==> src/rtl/fox_network_interface.sv <==
// fox_network_interface: memory-mapped packet port for one Fox/Hoplite multicast node.
//   TX: per-field strobes load staging regs; packet_complete_in packs them into a TX FIFO
//       offered to the router client port (packet_out/_valid/_ready).
//   RX: router-ejected packets (packet_in/_valid/_ready) queue in an RX FIFO feeding a head
//       register whose fields are presented on *_out; message_in_read pops the head.
//   field_error: sticky missing-field flag, active only when PACKET_FIELD_CHECK_EN is defined.
//   Clock clk, asynchronous active-low reset reset_n.
module fox_network_interface #(
    parameter int COORD_BITS           = 1,
    parameter int MULTICAST_GROUP_BITS = 1,
    parameter int MATRIX_TYPE_BITS     = 1,
    parameter int MATRIX_COORD_BITS    = 8,
    parameter int MATRIX_ELEMENT_BITS  = 32,
    parameter int TX_FIFO_DEPTH        = 4,
    parameter int RX_FIFO_DEPTH        = 4,
    localparam int PACKET_BITS = 2*COORD_BITS + MULTICAST_GROUP_BITS + 2 + MATRIX_TYPE_BITS
                               + 2*MATRIX_COORD_BITS + MATRIX_ELEMENT_BITS
) (
    input  logic                            clk,
    input  logic                            reset_n,
    input  logic [COORD_BITS-1:0]           x_coord_in,
    input  logic                            x_coord_in_valid,
    input  logic [COORD_BITS-1:0]           y_coord_in,
    input  logic                            y_coord_in_valid,
    input  logic [MULTICAST_GROUP_BITS-1:0] multicast_group_in,
    input  logic                            multicast_group_in_valid,
    input  logic                            done_flag_in,
    input  logic                            done_flag_in_valid,
    input  logic                            result_flag_in,
    input  logic                            result_flag_in_valid,
    input  logic [MATRIX_TYPE_BITS-1:0]     matrix_type_in,
    input  logic                            matrix_type_in_valid,
    input  logic [MATRIX_COORD_BITS-1:0]    matrix_x_coord_in,
    input  logic                            matrix_x_coord_in_valid,
    input  logic [MATRIX_COORD_BITS-1:0]    matrix_y_coord_in,
    input  logic                            matrix_y_coord_in_valid,
    input  logic [MATRIX_ELEMENT_BITS-1:0]  matrix_element_in,
    input  logic                            matrix_element_in_valid,
    input  logic                            packet_complete_in,
    output logic                            message_out_ready,
    output logic [PACKET_BITS-1:0]          packet_out,
    output logic                            packet_out_valid,
    input  logic                            packet_out_ready,
    input  logic [PACKET_BITS-1:0]          packet_in,
    input  logic                            packet_in_valid,
    output logic                            packet_in_ready,
    output logic [MULTICAST_GROUP_BITS-1:0] multicast_group_out,
    output logic                            done_flag_out,
    output logic                            result_flag_out,
    output logic [MATRIX_TYPE_BITS-1:0]     matrix_type_out,
    output logic [MATRIX_COORD_BITS-1:0]    matrix_x_coord_out,
    output logic [MATRIX_COORD_BITS-1:0]    matrix_y_coord_out,
    output logic [MATRIX_ELEMENT_BITS-1:0]  matrix_element_out,
    output logic                            message_in_valid,
    output logic                            message_in_available,
    input  logic                            message_in_read,
    output logic                            field_error
);
    // Field LSB positions inside a packet word; x/y occupy the top and are not kept on RX.
    localparam int P_MY = MATRIX_ELEMENT_BITS;
    localparam int P_MX = P_MY + MATRIX_COORD_BITS;
    localparam int P_T  = P_MX + MATRIX_COORD_BITS;
    localparam int P_R  = P_T + MATRIX_TYPE_BITS;
    localparam int P_D  = P_R + 1;
    localparam int P_G  = P_D + 1;
    localparam int P_Y  = P_G + MULTICAST_GROUP_BITS;
    localparam int TAW  = $clog2(TX_FIFO_DEPTH);
    localparam int RAW  = $clog2(RX_FIFO_DEPTH);

    logic [COORD_BITS-1:0]           x_q, x_d, y_q, y_d;
    logic [MULTICAST_GROUP_BITS-1:0] g_q, g_d;
    logic                            dn_q, dn_d, rs_q, rs_d;
    logic [MATRIX_TYPE_BITS-1:0]     t_q, t_d;
    logic [MATRIX_COORD_BITS-1:0]    mx_q, mx_d, my_q, my_d;
    logic [MATRIX_ELEMENT_BITS-1:0]  e_q, e_d;
    logic [PACKET_BITS-1:0]          tx_mem [TX_FIFO_DEPTH];
    logic [TAW-1:0]                  tx_wp_q, tx_wp_d, tx_rp_q, tx_rp_d;
    logic [TAW:0]                    tx_cnt_q, tx_cnt_d;
    logic [P_Y-1:0]                  rx_mem [RX_FIFO_DEPTH];
    logic [RAW-1:0]                  rx_wp_q, rx_wp_d, rx_rp_q, rx_rp_d;
    logic [RAW:0]                    rx_cnt_q, rx_cnt_d;
    logic [P_Y-1:0]                  head_q, head_d;
    logic                            hv_q, hv_d;
    logic                            fields_ok, tx_full, tx_push, tx_pop;
    logic                            rx_full, rx_acc, rx_rd, rx_load;

    // Staging next values: a coincident strobe is what gets packed.
    always_comb begin
        x_d  = x_coord_in_valid        ? x_coord_in        : x_q;
        y_d  = y_coord_in_valid        ? y_coord_in        : y_q;
        g_d  = multicast_group_in_valid ? multicast_group_in : g_q;
        dn_d = done_flag_in_valid      ? done_flag_in      : dn_q;
        rs_d = result_flag_in_valid    ? result_flag_in    : rs_q;
        t_d  = matrix_type_in_valid    ? matrix_type_in    : t_q;
        mx_d = matrix_x_coord_in_valid ? matrix_x_coord_in : mx_q;
        my_d = matrix_y_coord_in_valid ? matrix_y_coord_in : my_q;
        e_d  = matrix_element_in_valid ? matrix_element_in : e_q;
    end

`ifdef PACKET_FIELD_CHECK_EN
    logic [8:0] wr_q, wr_d, wr_n;
    logic       err_q, err_d;
    always_comb begin
        wr_n = wr_q | {x_coord_in_valid, y_coord_in_valid, multicast_group_in_valid,
                       done_flag_in_valid, result_flag_in_valid, matrix_type_in_valid,
                       matrix_x_coord_in_valid, matrix_y_coord_in_valid, matrix_element_in_valid};
        fields_ok = &wr_n;
        wr_d = packet_complete_in ? 9'd0 : wr_n;
        err_d = err_q | (packet_complete_in & ~fields_ok);
    end
    always_ff @(posedge clk or negedge reset_n) begin
        if (!reset_n) begin
            wr_q  <= '0;
            err_q <= 1'b0;
        end else begin
            wr_q  <= wr_d;
            err_q <= err_d;
        end
    end
    assign field_error = err_q;
`else
    assign fields_ok   = 1'b1;
    assign field_error = 1'b0;
`endif

    always_comb begin
        tx_full  = tx_cnt_q == (TAW+1)'(TX_FIFO_DEPTH);
        tx_push  = packet_complete_in & ~tx_full & fields_ok;
        tx_pop   = (tx_cnt_q != '0) & packet_out_ready;
        tx_wp_d  = tx_wp_q + TAW'(tx_push);
        tx_rp_d  = tx_rp_q + TAW'(tx_pop);
        tx_cnt_d = tx_cnt_q + (TAW+1)'(tx_push) - (TAW+1)'(tx_pop);
        rx_full  = rx_cnt_q == (RAW+1)'(RX_FIFO_DEPTH);
        rx_acc   = packet_in_valid & ~rx_full;
        rx_rd    = message_in_read & hv_q;
        // Head refills from the FIFO whenever it is empty or being popped.
        rx_load  = (rx_cnt_q != '0) & (~hv_q | rx_rd);
        rx_wp_d  = rx_wp_q + RAW'(rx_acc);
        rx_rp_d  = rx_rp_q + RAW'(rx_load);
        rx_cnt_d = rx_cnt_q + (RAW+1)'(rx_acc) - (RAW+1)'(rx_load);
        head_d   = rx_load ? rx_mem[rx_rp_q] : head_q;
        hv_d     = rx_load | (hv_q & ~rx_rd);
    end

    always_ff @(posedge clk) begin
        if (tx_push) tx_mem[tx_wp_q] <= {x_d, y_d, g_d, dn_d, rs_d, t_d, mx_d, my_d, e_d};
        if (rx_acc)  rx_mem[rx_wp_q] <= packet_in[P_Y-1:0];
    end

    always_ff @(posedge clk or negedge reset_n) begin
        if (!reset_n) begin
            x_q <= '0; y_q <= '0; g_q <= '0; dn_q <= 1'b0; rs_q <= 1'b0;
            t_q <= '0; mx_q <= '0; my_q <= '0; e_q <= '0;
            tx_wp_q <= '0; tx_rp_q <= '0; tx_cnt_q <= '0;
            rx_wp_q <= '0; rx_rp_q <= '0; rx_cnt_q <= '0;
            head_q <= '0; hv_q <= 1'b0;
        end else begin
            x_q <= x_d; y_q <= y_d; g_q <= g_d; dn_q <= dn_d; rs_q <= rs_d;
            t_q <= t_d; mx_q <= mx_d; my_q <= my_d; e_q <= e_d;
            tx_wp_q <= tx_wp_d; tx_rp_q <= tx_rp_d; tx_cnt_q <= tx_cnt_d;
            rx_wp_q <= rx_wp_d; rx_rp_q <= rx_rp_d; rx_cnt_q <= rx_cnt_d;
            head_q <= head_d; hv_q <= hv_d;
        end
    end

    // Gate the head with valid so uninitialised memory never reaches the router.
    assign packet_out_valid     = tx_cnt_q != '0;
    assign packet_out           = packet_out_valid ? tx_mem[tx_rp_q] : '0;
    assign message_out_ready    = ~tx_full;
    assign packet_in_ready      = ~rx_full;
    assign message_in_valid     = hv_q;
    assign message_in_available = hv_q | (rx_cnt_q != '0);
    assign multicast_group_out  = head_q[P_Y-1:P_G];
    assign done_flag_out        = head_q[P_D];
    assign result_flag_out      = head_q[P_R];
    assign matrix_type_out      = head_q[P_R-1:P_T];
    assign matrix_x_coord_out   = head_q[P_T-1:P_MX];
    assign matrix_y_coord_out   = head_q[P_MX-1:P_MY];
    assign matrix_element_out   = head_q[P_MY-1:0];
endmodule

==> config.mk <==
export PLATFORM = sky130hd
export DESIGN_NAME = fox_network_interface
export DESIGN_NICKNAME = d
export VERILOG_FILES = /design/src/rtl/fox_network_interface.sv
export SDC_FILE = /design/constraint.sdc
export NUM_CORES = 1
export LEC_CHECK = 0
export ABC_AREA = 1
export ABC_CLOCK_PERIOD_IN_PS = 5400
export CORE_MARGIN = 2
export CORE_UTILIZATION = 55
export DETAILED_ROUTE_END_ITERATION = 10
export PLACE_DENSITY = 0.78
export SLEW_MARGIN = 10
export SYNTH_ARGS = -nofsm -noshare
export SYNTH_HDL_FRONTEND = slang
export SYNTH_SLANG_ARGS = --single-unit
==> constraint.sdc <==
create_clock -name clk -period 5.4 [get_ports clk]
set_input_delay 0.81 -clock clk [delete_from_list [all_inputs] [get_ports clk]]
set_output_delay 0.81 -clock clk [all_outputs]
set_load 0.03 [all_outputs]
# Word level (Yosys, flattened, before mapping)
# Memories as Yosys holds them, arrays and structs flattened. A register that Yosys moved wholly into a read port is not among the register bits.
# Cells that the tools add are included.
classes:
  n_bitwise: 13
  eq_ne: 2
  n_mux: 14
  reduce_logical: 3
  n_addsub: 8
ops:
  columns: ["cell", "count"]
  rows:
  - ["$mux W54", 1]
  - ["$mux W32", 1]
  - ["$mux W8", 2]
  - ["$mux W1", 10]
  - ["$add A2 B1 Y2", 4]
  - ["$add A3 B1 Y3", 2]
  - ["$and A1 B1 Y1", 6]
  - ["$eq A3 B3 Y1 const B", 2]
  - ["$reduce_bool A3 Y1", 2]
  - ["$sub A3 B1 Y3", 2]
  - ["$not A1 Y1", 4]
  - ["$or A1 B1 Y1", 3]
  - ["$logic_not A1 Y1", 1]
word_totals:
  ff_bits: 69
  output_inout_bits: 112
  wordCells: 58
  mem_count: 2
  mem_bits_rw: 424
  in_bits: 123
memory_table:
  columns: ["name", "depth", "width", "read_ports", "rd_clocked_by_memory_dff", "write_ports", "line_no", "text"]
  rows:
  - ["tx_mem", 4, 54, 1, 0, 1, "76", "logic [PACKET_BITS-1:0] tx_mem [TX_FIFO_DEPTH];"]
  - ["rx_mem", 4, 52, 1, 1, 1, "79", "logic [P_Y-1:0] rx_mem [RX_FIFO_DEPTH];"]

# Logic depth before layout (Yosys ltp)
logic_depth:
  depth_word: 5
  ltp_mapped: 9
  depth_no_buf: 9

# Least setup slack after synthesis
# No wires, ideal clock.
synth_timing:
  kind: "input to register"
  from: "input port packet_complete_in"
  to: "memory tx_mem[0][0] in the netlist's numbering (enable)"
  n_path_buf: 0
  setup_ns: 0.533
  stages: 2
  t_required_ns: 4.867
  arrival_ns: 4.624
  slack_ns: 0.243
  cell_sequence: "nand2_1 nor3_1"
synth_between:
  elab_chain_cells: 3
synth_lines:
  columns: ["item", "line_no", "text"]
  rows:
  - ["from (decl)", "39", "input logic packet_complete_in,"]
  - ["$and A1 B1 Y1", "128", "tx_push = packet_complete_in & ~tx_full & fields_ok;"]
  - ["$mux W1", "146", "if (tx_push) tx_mem[tx_wp_q] <= {x_d, y_d, g_d, dn_d, rs_d, t_d, mx_d, my_d, e_d};"]
  - ["$mux W1 (not written as such)", "146", null]
  - ["to (decl)", "76", null]
# No other way between the ends.

# Worst setup path in the final report
layout_timing:
  from: "register tx_rp_q[0]"
  to: "output port packet_out[3]"
layout_between:
  elab_chain_cells: 2
layout_lines:
  columns: ["item", "line_no", "text"]
  rows:
  - ["from (decl)", "77", "logic [TAW-1:0] tx_wp_q, tx_wp_d, tx_rp_q, tx_rp_d;"]
  - ["from (signal assigned)", "160", "tx_wp_q <= tx_wp_d; tx_rp_q <= tx_rp_d; tx_cnt_q <= tx_cnt_d;"]
  - ["$mem_v2 Z4 W54", null, null]
  - ["$mux W54", "168", "assign packet_out = packet_out_valid ? tx_mem[tx_rp_q] : '0;"]
  - ["to (decl)", "41", "output logic [PACKET_BITS-1:0] packet_out,"]
# No other way between the ends.

==> summary.txt <==
Yosys
  – Seq/Total Area, Yosys: 0.708
  – Synth Register Bits: 545
  – Post-synth EDFFs: 424
  – Yosys cell types: 26
  – Post-synth top flop: edfxtp_1
  – Synth warnings: 0
  – Mapped Area: 22200 um^2
  – Syn_nets: 2154
  – Cells after Synth: 2025
  – Async set or reset register ratio after synthesis: 0.222
  – Synthesized area per cell: 11.0 um^2

Layout
  – Final instance area: 26800 um^2
  – Fillers: 2851
  – Final std cells w/o fill: 2821
  – Area delta synth->final: 20.6%
  – Layout cells sized above 1: 0.0819
  – Final net count: 2378
  – Most common cell after layout, fill and taps aside: nand2_1
  – Fin util: 0.674
  – Commonest cells after routing, fill and taps aside: nand2_1 (757), edfxtp_1 (424), inv_1 (328)

Global route
  – Largest net degree at the start of global routing: 111
  – Vias in the first global route: 14600
  – Gr busiest metal: met2
  – Met2 GRT Util: 0.417
  – First-pass GRT wire length: 75.6 mm
  – Overflow after GRT: 0
  – GRT met3 Usage: 0.0492
  – Total GRT Usage: 0.234
  – Initial antenna violation count: 2
  – Met1 usage: 0.281

Pwr
  – Cell leakage power: 11.7 nW
  – VDD IR max: 0.000388 V
  – Total power: 15.7 mW
  – P per Cell Area: 584 nW/um^2

Critical path
  – CP most frequent cell: nand2_1
  – Crit. End Element: primary output
  – Worst-path fanout max: 41
  – Max incr delay on CP: 0.73 ns
  – Cells along the critical path: clkinv_2 -> buf_4 -> nand2_1 -> nand2_1 -> nand2_1 -> a21oi_1 -> clkdlybuf4s50_1
  – R2r setup slk: 3.00 ns
  – Worst setup path start: tx_rp_q[0]$_DFF_PN0_
  – Worst path required time: 4.59 ns
  – Reg-to-reg endpoint: tx_mem[1][48]$_DFFE_PP_
  – Crit start category: register
  – FF-to-FF Start: tx_cnt_q[1]$_DFF_PN0_
  – WP data arrival: 3.26 ns
  – Highest-delay cell along the critical path: clkdlybuf4s50_1
  – Critical setup path kind: reg2out
  – CP Capture Point: packet_out[3]
  – R2r worst-path depth: 5

STA
  – Tcrit/Tclk final: 0.754
  – # setup viols final: 0
  – Min Hold Slack: 0.325 ns
  – Post-layout minimum cycle time: 4.07 ns
  – Final Worst Setup Slack: 1.33 ns
  – Final Skew: 0.00978 ns
  – Worst-case headroom to the max-slew limit: 0.177
  – RSZ-0062 raised after global routing: false
  – Maximum clock frequency: 246 MHz
  – Hold Fails Final Rpt: 0
  – Max Slew Vio Count: 0
  – Slew @ Worst Pin: 1.23 ns
  – TNS Setup: 0 ns

Worst hold path
  – Worst Hold Class: in2async

Floorplan
  – Core region area: 39800 um^2
  – Die Ht: 205 um
  – Initial Utilization: 0.559
  – FP Rows: 73
  – Die extent in x: 205 um
  – Die footprint: 42100 um^2
  – Number of top-level pins: 235

CTS
  – Clock Latency Late Sink: 0.59 ns
  – CTS tree: yes
  – CTS clk-pin slew, worst paths: 0.06 ns
  – Total CTS buffers: 54
  – Setup Buffers After CTS: 0
  – Maximum clock path buffer count: 3
  – CTS root buf: clkbuf_16
  – Number of hold buffers added after cts: 0
  – Htree depth: 2
  – PostCTS Resize Cnt: 0
  – Clock Sinks: 545

Route
  – Via count: 14400
  – Final ANT Viol Nets: 0
  – DRC viols: 0
  – WL final: 48.1 mm
  – First-pass DRT Iterations: 7
  – Routed length per instance: 17.0 um
  – Drt via density: 5.10
  – DRT iter0 DRCs: 866

Run
  – Max-Cap Viols: 0

Place
  – Placed cell count: 2718
  – Worst slack at placement: 1.94 ns
  – Placed cell area: 25000 um^2
  – Buffers on Ports: 231
  – Dpl hpwl: 27.2 mm
  – RePlAce Congestion: 0.730

Status
  – Status: finished, final reports clean
sequential cells by signal (all words and copies together), names as in the netlist, 3 cells and up:
| name | flops |
|---|---|
| mx_q | 8 |
| tx_mem | 216 |
| my_q | 8 |
| rx_cnt_q | 3 |
| head_q | 52 |
| rx_mem | 208 |
| e_q | 32 |
| tx_cnt_q | 3 |
worst min path at each step:
stage / start / to / slack, ns / cells past startpoint
after floorplan: tx_cnt_q[0]$_DFF_PN0_ / tx_cnt_q[0]$_DFF_PN0_ / 0.48 / 1
after global placement: head_q[7]$_DFFE_PN0P_ / head_q[7]$_DFFE_PN0P_ / 0.46 / 2
after detailed placement: head_q[9]$_DFFE_PN0P_ / head_q[9]$_DFFE_PN0P_ / 0.46 / 2
after CTS: reset_n / e_q[18]$_DFF_PN0_ / 0.35 / 1
after global routing: reset_n / e_q[20]$_DFF_PN0_ / 0.39 / 1
final: reset_n / e_q[18]$_DFF_PN0_ / 0.33 / 1
cell usage after synthesis (2+ instances only):
master,n,share of area
nand2_1,757,0.13
edfxtp_1,424,0.57
inv_1,328,0.055
nand3_1,161,0.036
dfrtp_1,121,0.14
a21oi_1,54,0.012
buf_2,54,0.012
mux2_2,52,0.026
clkbuf_1,17,0.0029
buf_4,12,0.0040
nor3_1,8,0.0018
buf_1,6,0.0010
inv_2,6,0.0010
xor2_1,6,0.0024
ha_1,4,0.0022
fa_1,2,0.0018
mux2_1,2,0.0010
nand4_1,2,0.00056
xnor2_1,2,0.00079
power by group:
part / total, mW / internal [mW] / switching, mW
clock: 3.73 / 2.20 / 1.53
combinational: 6.04 / 1.98 / 4.05
sequential: 5.90 / 5.59 / 0.310
critical path: cells and delay by family (launching register included):
kind / cells / cell delay, ns
buf+inv: 3 / 1.67
flops: 1 / 0.48
simple gates: 3 / 0.21
compound gates: 1 / 0.27
routing by layer:
metal,share of wire,vias up
met2,0.50,437
met5,0.00062,-
li1,-,6899
met3,0.075,75
met4,0.022,4
met1,0.40,6966
final cells by class:
| class | instances | area (um^2) | share of cell area |
|---|---|---|---|
| Sequential cell | 545 | 15800 | 0.588 |
| Multi-Input combinational cell | 1056 | 4820 | 0.179 |
| Timing Repair Buffer | 258 | 2530 | 0.0942 |
| Clock buffer | 70 | 1500 | 0.0557 |
| Inverter | 334 | 1260 | 0.0468 |
| Tap cell | 525 | 657 | 0.0245 |
| Clock inverter | 32 | 305 | 0.0114 |
| Antenna cell | 1 | 2.50 | 0.0000933 |
kinds of logic after synthesis:
group	after synthesis	share of synthesized area
DFF	545	0.708
and+or+nand+nor	933	0.168
adders and majority gates	6	0.00405
xor gates and xnor gates	8	0.00315
AOI/OAI and AO/OA	54	0.0121
muxes	54	0.0273
other	1	0.000169
buffers and inverters	424	0.0769
No activity file was read; power rests on OpenSTA's default activity.
